--- src/rtl/matrix_stream_packer.sv ---
// matrix_stream_packer: frames a row-major DIMxDIM entry stream into a held packed matrix word
// Ports: clk, rst (async, active-high)
//        in_data/in_valid/in_last/in_ready : entry stream, one entry per accept
//        A_new : packed matrix, entry (r,c) at [(DIM*r+c)*DATA_W +: DATA_W]
//        enable : matrix complete and held; mat_ack : consumer releases it
//        subdiag_nz : bit k = entry (k+1,k) nonzero; framing_err : one-cycle violation pulse
module matrix_stream_packer #(
   parameter int DATA_W = 16,
   parameter int DIM    = 4
) (
   input  logic                       clk,
   input  logic                       rst,
   input  logic [DATA_W-1:0]          in_data,
   input  logic                       in_valid,
   input  logic                       in_last,
   output logic                       in_ready,
   output logic [DIM*DIM*DATA_W-1:0]  A_new,
   output logic                       enable,
   input  logic                       mat_ack,
   output logic [DIM-2:0]             subdiag_nz,
   output logic                       framing_err
);
   localparam int N  = DIM*DIM;
   localparam int IW = $clog2(N);
   typedef enum logic {FILL, HOLD} state_t;
   state_t                r_state;
   logic [IW-1:0]         r_idx;
   logic [N*DATA_W-1:0]   r_a;
   logic [N*DATA_W-1:0]   w_a;
   logic [DIM-2:0]        r_sub;
   logic [DIM-2:0]        w_sub;
   logic                  r_err;
   logic                  w_acc;
   logic                  w_end;
   assign w_acc = in_valid && r_state == FILL;
   assign w_end = r_idx == IW'(N-1);
   // matrix contents as they will be after this edge, so the final entry counts toward subdiag_nz
   always_comb begin
      w_a = r_a;
      if (w_acc) w_a[r_idx*DATA_W +: DATA_W] = in_data;
   end
   for (genvar k = 0; k < DIM-1; k++) begin : g_sub
      assign w_sub[k] = |w_a[((DIM+1)*k+DIM)*DATA_W +: DATA_W];
   end
   always_ff @(posedge clk or posedge rst) begin
      if (rst) begin
         r_state <= FILL;
         r_idx   <= '0;
         r_a     <= '0;
         r_sub   <= '0;
         r_err   <= 1'b0;
      end else begin
         r_err <= 1'b0;
         r_a   <= w_a;
         if (r_state == FILL) begin
            if (w_acc) begin
               r_idx <= (w_end || in_last) ? '0 : r_idx + 1'b1;
               // error when in_last disagrees with the slot position
               r_err <= w_end ^ in_last;
               if (w_end) begin
                  r_state <= HOLD;
                  r_sub   <= w_sub;
               end
            end
         end else if (mat_ack) begin
            r_state <= FILL;
         end
      end
   end
   assign in_ready    = !rst && r_state == FILL;
   assign enable      = r_state == HOLD;
   assign A_new       = r_a;
   assign subdiag_nz  = r_sub;
   assign framing_err = r_err;
endmodule

--- config.mk ---
export PLATFORM = sky130hd
export DESIGN_NAME = matrix_stream_packer
export DESIGN_NICKNAME = d
export VERILOG_FILES = /design/src/rtl/matrix_stream_packer.sv
export SDC_FILE = /design/constraint.sdc
export NUM_CORES = 1
export LEC_CHECK = 0
export ABC_CLOCK_PERIOD_IN_PS = 8600
export BUFFER_PORTS_ARGS = -buffer_cell sky130_fd_sc_hd__buf_2
export CAP_MARGIN = 20
export CORE_MARGIN = 2
export CORE_UTILIZATION = 48
export CTS_CLUSTER_DIAMETER = 150
export DETAILED_ROUTE_END_ITERATION = 10
export HOLD_SLACK_MARGIN = 0.05
export PLACE_DENSITY_LB_ADDON = 0.05
export SYNTH_ARGS = -nofsm -noshare
export SYNTH_HDL_FRONTEND = slang
export SYNTH_SLANG_ARGS = --single-unit
--- constraint.sdc ---
create_clock -name clk -period 8.6 [get_ports clk]
set_input_delay 0.86 -clock clk [delete_from_list [all_inputs] [get_ports clk]]
set_output_delay 0.86 -clock clk [all_outputs]
set_load 0.02 [all_outputs]
# Word-level counts from Yosys, hierarchy flattened
# Index checks and enable logic that the tools add are counted.
[op_classes]
add_sub_neg = 2
n_eq_ne = 1
shifts = 2
muxes = 9
n_bitwise = 2
reduce_logical = 9
[op_table]
columns = ["op", "n"]
rows = [
  ["bitwise mux 256 bit", 1],
  ["variable shift 16 x 34 -> 256 bit (first input constant)", 1],
  ["variable part select 16 x 34 -> 256 bit", 1],
  ["2-to-1 mux 240 bit", 1],
  ["OR reduction 16 bit", 3],
  ["negator 8 -> 34 bit", 1],
  ["2-to-1 mux 1 bit", 6],
  ["adder 4 x 1 -> 4 bit (second input constant)", 1],
  ["== test 4 bit (second input constant)", 1],
  ["2-to-1 mux 4 bit", 1],
  ["AND reduction 3 bit", 1],
  ["logical AND 1 bit", 2],
  ["AND reduction 2 bit", 1],
  ["zero test 1 bit", 1],
  ["logical OR 1 bit", 1],
  ["NOT 1 bit", 1],
  ["bitwise XOR 1 bit", 1],
]
[word_totals]
regBits = 265
input_bits = 21
output_inout_bits = 262
word_cells = 31

# Longest topological paths before layout
[logic_depth]
ltp_word = 5
mapped_depth = 12
depth_no_buf = 6

# Least setup slack after synthesis
# OpenSTA, ideal clock, no wires.
[synth_path]
kind = "register to register"
from = "reg r_idx[0]"
to = "reg r_a[112], in the netlist A_new[112]"
setup_time_ns = 0.125
arrival_time_ns = 2.726
required_ns = 8.475
path_slack_ns = 5.750
stages_incl_launch_ff = 13
n_path_buf = 6
period_less_slack_ns = 2.850
cell_sequence = "dfrtp_1 > buf_2 > clkbuf_1 > clkbuf_1 > inv_1 > ha_1 > nand2b_1 > clkbuf_1 > nand2b_1 > clkbuf_1 > clkbuf_1 > nor2_1 > mux2_2"
[synth_between]
elab_chain_cells = 3
word_cells_on_any_way = 4
classes_between = "add/sub: 1; shift: 2; mux: 1"
[synth_rtl]
columns = ["item", "line_no", "source"]
rows = [
  ["start: declaration", "27", "logic [IW-1:0] r_idx;"],
  ["start signal: assignment", "57", "r_idx <= (w_end || in_last) ? '0 : r_idx + 1'b1;"],
  ["negator 8 -> 34 bit *", "40", "if (w_acc) w_a[r_idx*DATA_W +: DATA_W] = in_data;"],
  ["variable part select 16 x 34 -> 256 bit / variable shift 16 x 34 -> 256 bit (equally long branches)", "40", ""],
  ["bitwise mux 256 bit *", "40", ""],
  ["end signal: assignment", "54", "r_a <= w_a;"],
  ["end: declaration", "28", "logic [N*DATA_W-1:0] r_a;"],
]
# Mark *: on every way between the ends. The rest lies on a longest branch, timed or not.
# A chain may end at the register's enable or synchronous reset.

# Final worst setup path
[layout_path]
from = "reg r_idx[0]"
to = "reg r_a[16], in the netlist A_new[16]"
# Same word-level chain as after synthesis.

==> flow_summary.ini <==
[power]
power_density_nw_per_um2 = 223
p_leak_nw = 7.91
ir_drop_v = 0.000127
finalPower_mw = 3.13

[logic_synthesis]
synth_mux_area_share_pct = 21.5
synth_compound_area_share_pct = 2.75
synth_seq_area_share_pct = 57.8
syn_nets = 983
synth_area_um2 = 11500
synthCells = 958
ys_types = 47
ys_ff_latch = 265
synthAdderAreaFrac_pct = 0.436
synth_xor_area_share_pct = 0.153
synth-simple-area-share_pct = 14.0
synth_top_family_by_area = multiplexers
syn_avg_cell_area_um2 = 12.0
synth_warnings = 0

[floorplanning]
dieArea_um2 = 25200
core_area_um2 = 23500
row_count = 56
chipWidth_um = 159
initial_utilization_pct = 48.9
die_y_um = 159
io_pins = 283

[setup_path]
required_ns = 9.02
end_kind = flip-flop
path_class = reg2reg
startpoint_type = flip-flop
crit_arrival_ns = 3.75
r2r_slack_ns = 5.28
path_max_fanout = 17

[finish]
syn2layout_area_growth_pct = 22.4
final_nets = 1235
layout-drive-gt1-share_pct = 45.3
antennaDiodeCount = 0

[sta]
setup_violations = 0
fin_crit_ns = 3.32
period_share_pct = 38.6
grt_setup_unrepaired = no
tightestPinTransition_ns = 1.09
final_max_slew_viol_count = 0
hold_viol_final = 0
tns_ns = 0
clock.fmax_ghz = 0.301
slew_headroom_pct = 27.2
fin_worst_skew_ns = 0.0136

[grt]
grt.total_usage_pct = 25.7
grt-ovfl-total = 0
grt_max_degree = 196
grt_pass1_wl_mm = 49.0
grt_pass1_vias = 8171
antenna_found_initial = 1

[routing]
drt_iter0_drc = 647
drc = 0
wl_per_cell_um = 21.1
vias = 8159
ant_nets = 0
routed_wirelength_mm = 32.8
viasPerCell = 5.26
first_pass_iters = 4

[clocking]
hold_buffers = 0
cts_tree = built
cts-root-buf = clkbuf_16
clkLatencyLatePin_ns = 0.54
cts-htree-levels = 1
clock_sinks = 265
cts.reportedPaths.clkPinSlew_ns = 0.06
post_cts_buffers = 0
numCtsBuffers = 29
clk_path_buf_depth = 3
ctsResizeCount = 0

[min_path]
min_path_type = in2async

[placed_design]
place.gp.congestion = 0.812
dpl.hpwl_mm = 21.8
port_buffers = 282

[flow_run]
maxCapViolations = 0

[status]
status = complete, no violations
## synthesized netlist by cell type (all sizes together)
library cell    n  share of area (%)
and3           68                3.7
nor3            7               0.39
dfrtp         265                 58
a21bo           1              0.087
nor4           17                1.1
a21oi           3               0.13
mux2          206                 20
nand2         101                3.5
nand4           7               0.38
buf            26                1.3
nor3b           3               0.24
nand3           4               0.17
mux2i          15                1.3
xnor2           1              0.076
inv            23               0.75
xor2            1              0.076
nor4bb          1              0.087
a211oi          1               0.17
nor2           87                2.8
ha              4               0.44
nand2b          5               0.27
or4             1              0.065
a211o           1              0.076
o31ai           2               0.13
or2             1              0.055
nand3b          1              0.065
or3b            1              0.076
a22o            1              0.076
a22oi           1              0.065
o21ai          43                1.9
clkbuf         41                1.4
o21bai          1              0.065
and3b           1              0.076
and2           12               0.65
nor4b           1               0.21
a21boi          1              0.065
nor2b           3               0.16
## through the flow
step / hold slack (ns) / utilization (%) / std cells / instance area [µm²] / worst slack [ns]
floorplan: 0.589 / - / 958 / 11500 / 0.443
global placement: 0.458 / 55.6 / 1496 / 13000 / 5.37
detailed placement: 0.465 / 55.7 / 1497 / 13100 / 5.26
CTS: 0.392 / 59.8 / 1551 / 14000 / 5.28
global route: 0.418 / 59.9 / 1552 / 14100 / 4.98
finish: 0.388 / 59.9 / 1552 / 14100 / 5.28
## cell families after synthesis
logic type / count (synthesis)
adders and majority gates: 4
muxes: 221
xor gates and xnor gates: 2
buffers and inverters: 90
AOI/OAI and AO/OA: 55
DFF: 265
and+or+nand+nor: 321
## report_power, final
group | total [mW] | leakage (nW) | internal [mW] | switching (mW)
combinational | 0.513 | 3.80 | 0.142 | 0.371
clock | 1.25 | 0.486 | 0.752 | 0.498
sequential | 1.37 | 3.62 | 1.32 | 0.0487
total | 3.13 | 7.91 | 2.21 | 0.918
## worst paths after layout
| check | startpoint | end | depth (start not counted) |
|---|---|---|---|
| setup / recovery | r_idx[0] | A_new[16] | 6 |
| hold / removal | rst | A_new[91] | 2 |
| setup reg to reg | r_idx[0] | A_new[16] | 6 |
| hold reg to reg | A_new[0] | A_new[0] | 2 |
| max in group asynchronous | rst | A_new[118] | 3 |
| min in group clk | A_new[0] | A_new[0] | 2 |
## final cells by class
cell class	instances	area, µm²
fillers	2031	9420
repair buffers	288	1480
inverters	23	93.8
flip-flops and latches	265	6630
clock inverters	6	58.8
multi-input cells	603	4470
clock buffers	48	917
well taps	319	399
## worst max-delay path, stage by stage (launching register included)
cell	delay, ns
dfrtp_1	0.62
nor3_1	0.13
ha_1	0.53
inv_1	0.17
nor3_2	0.46
and2_1	0.89
mux2_2	0.41
## metal layers
layer | up-vias | wire length [µm] | GRT usage, %
met5 | - | 0 | 0
met4 | 0 | 618 | 5.96
met3 | 42 | 2360 | 6.21
met2 | 246 | 15200 | 40.3
met1 | 4091 | 14600 | 36.4
li1 | 3780 | - | -
## layout by cell type (no fill, tap or decap), types with 3 or more instances in the layout
master and n:
a21oi_1 3, and2_1 10, and3_1 68, buf_2 282, buf_4 3, clkbuf_1 7, clkbuf_16 29, clkbuf_8 12
clkinv_2 4, dfrtp_1 265, ha_1 4, inv_1 22, mux2_2 205, mux2i_1 15, nand2_1 94, nand2_2 7
nand2b_1 5, nand3_1 4, nand4_1 7, nor2_1 86, nor2b_1 3, nor3_1 4, nor3_2 3, nor4_1 16
o21ai_0 43
## sequential cells by signal, indices dropped and copies added (netlist names)
| name | flops |
|---|---|
| A_new | 256 |
| enable | 1 |
| framing_err | 1 |
| r_idx | 4 |
| subdiag_nz | 3 |
Power figures use the tool's default switching activity.
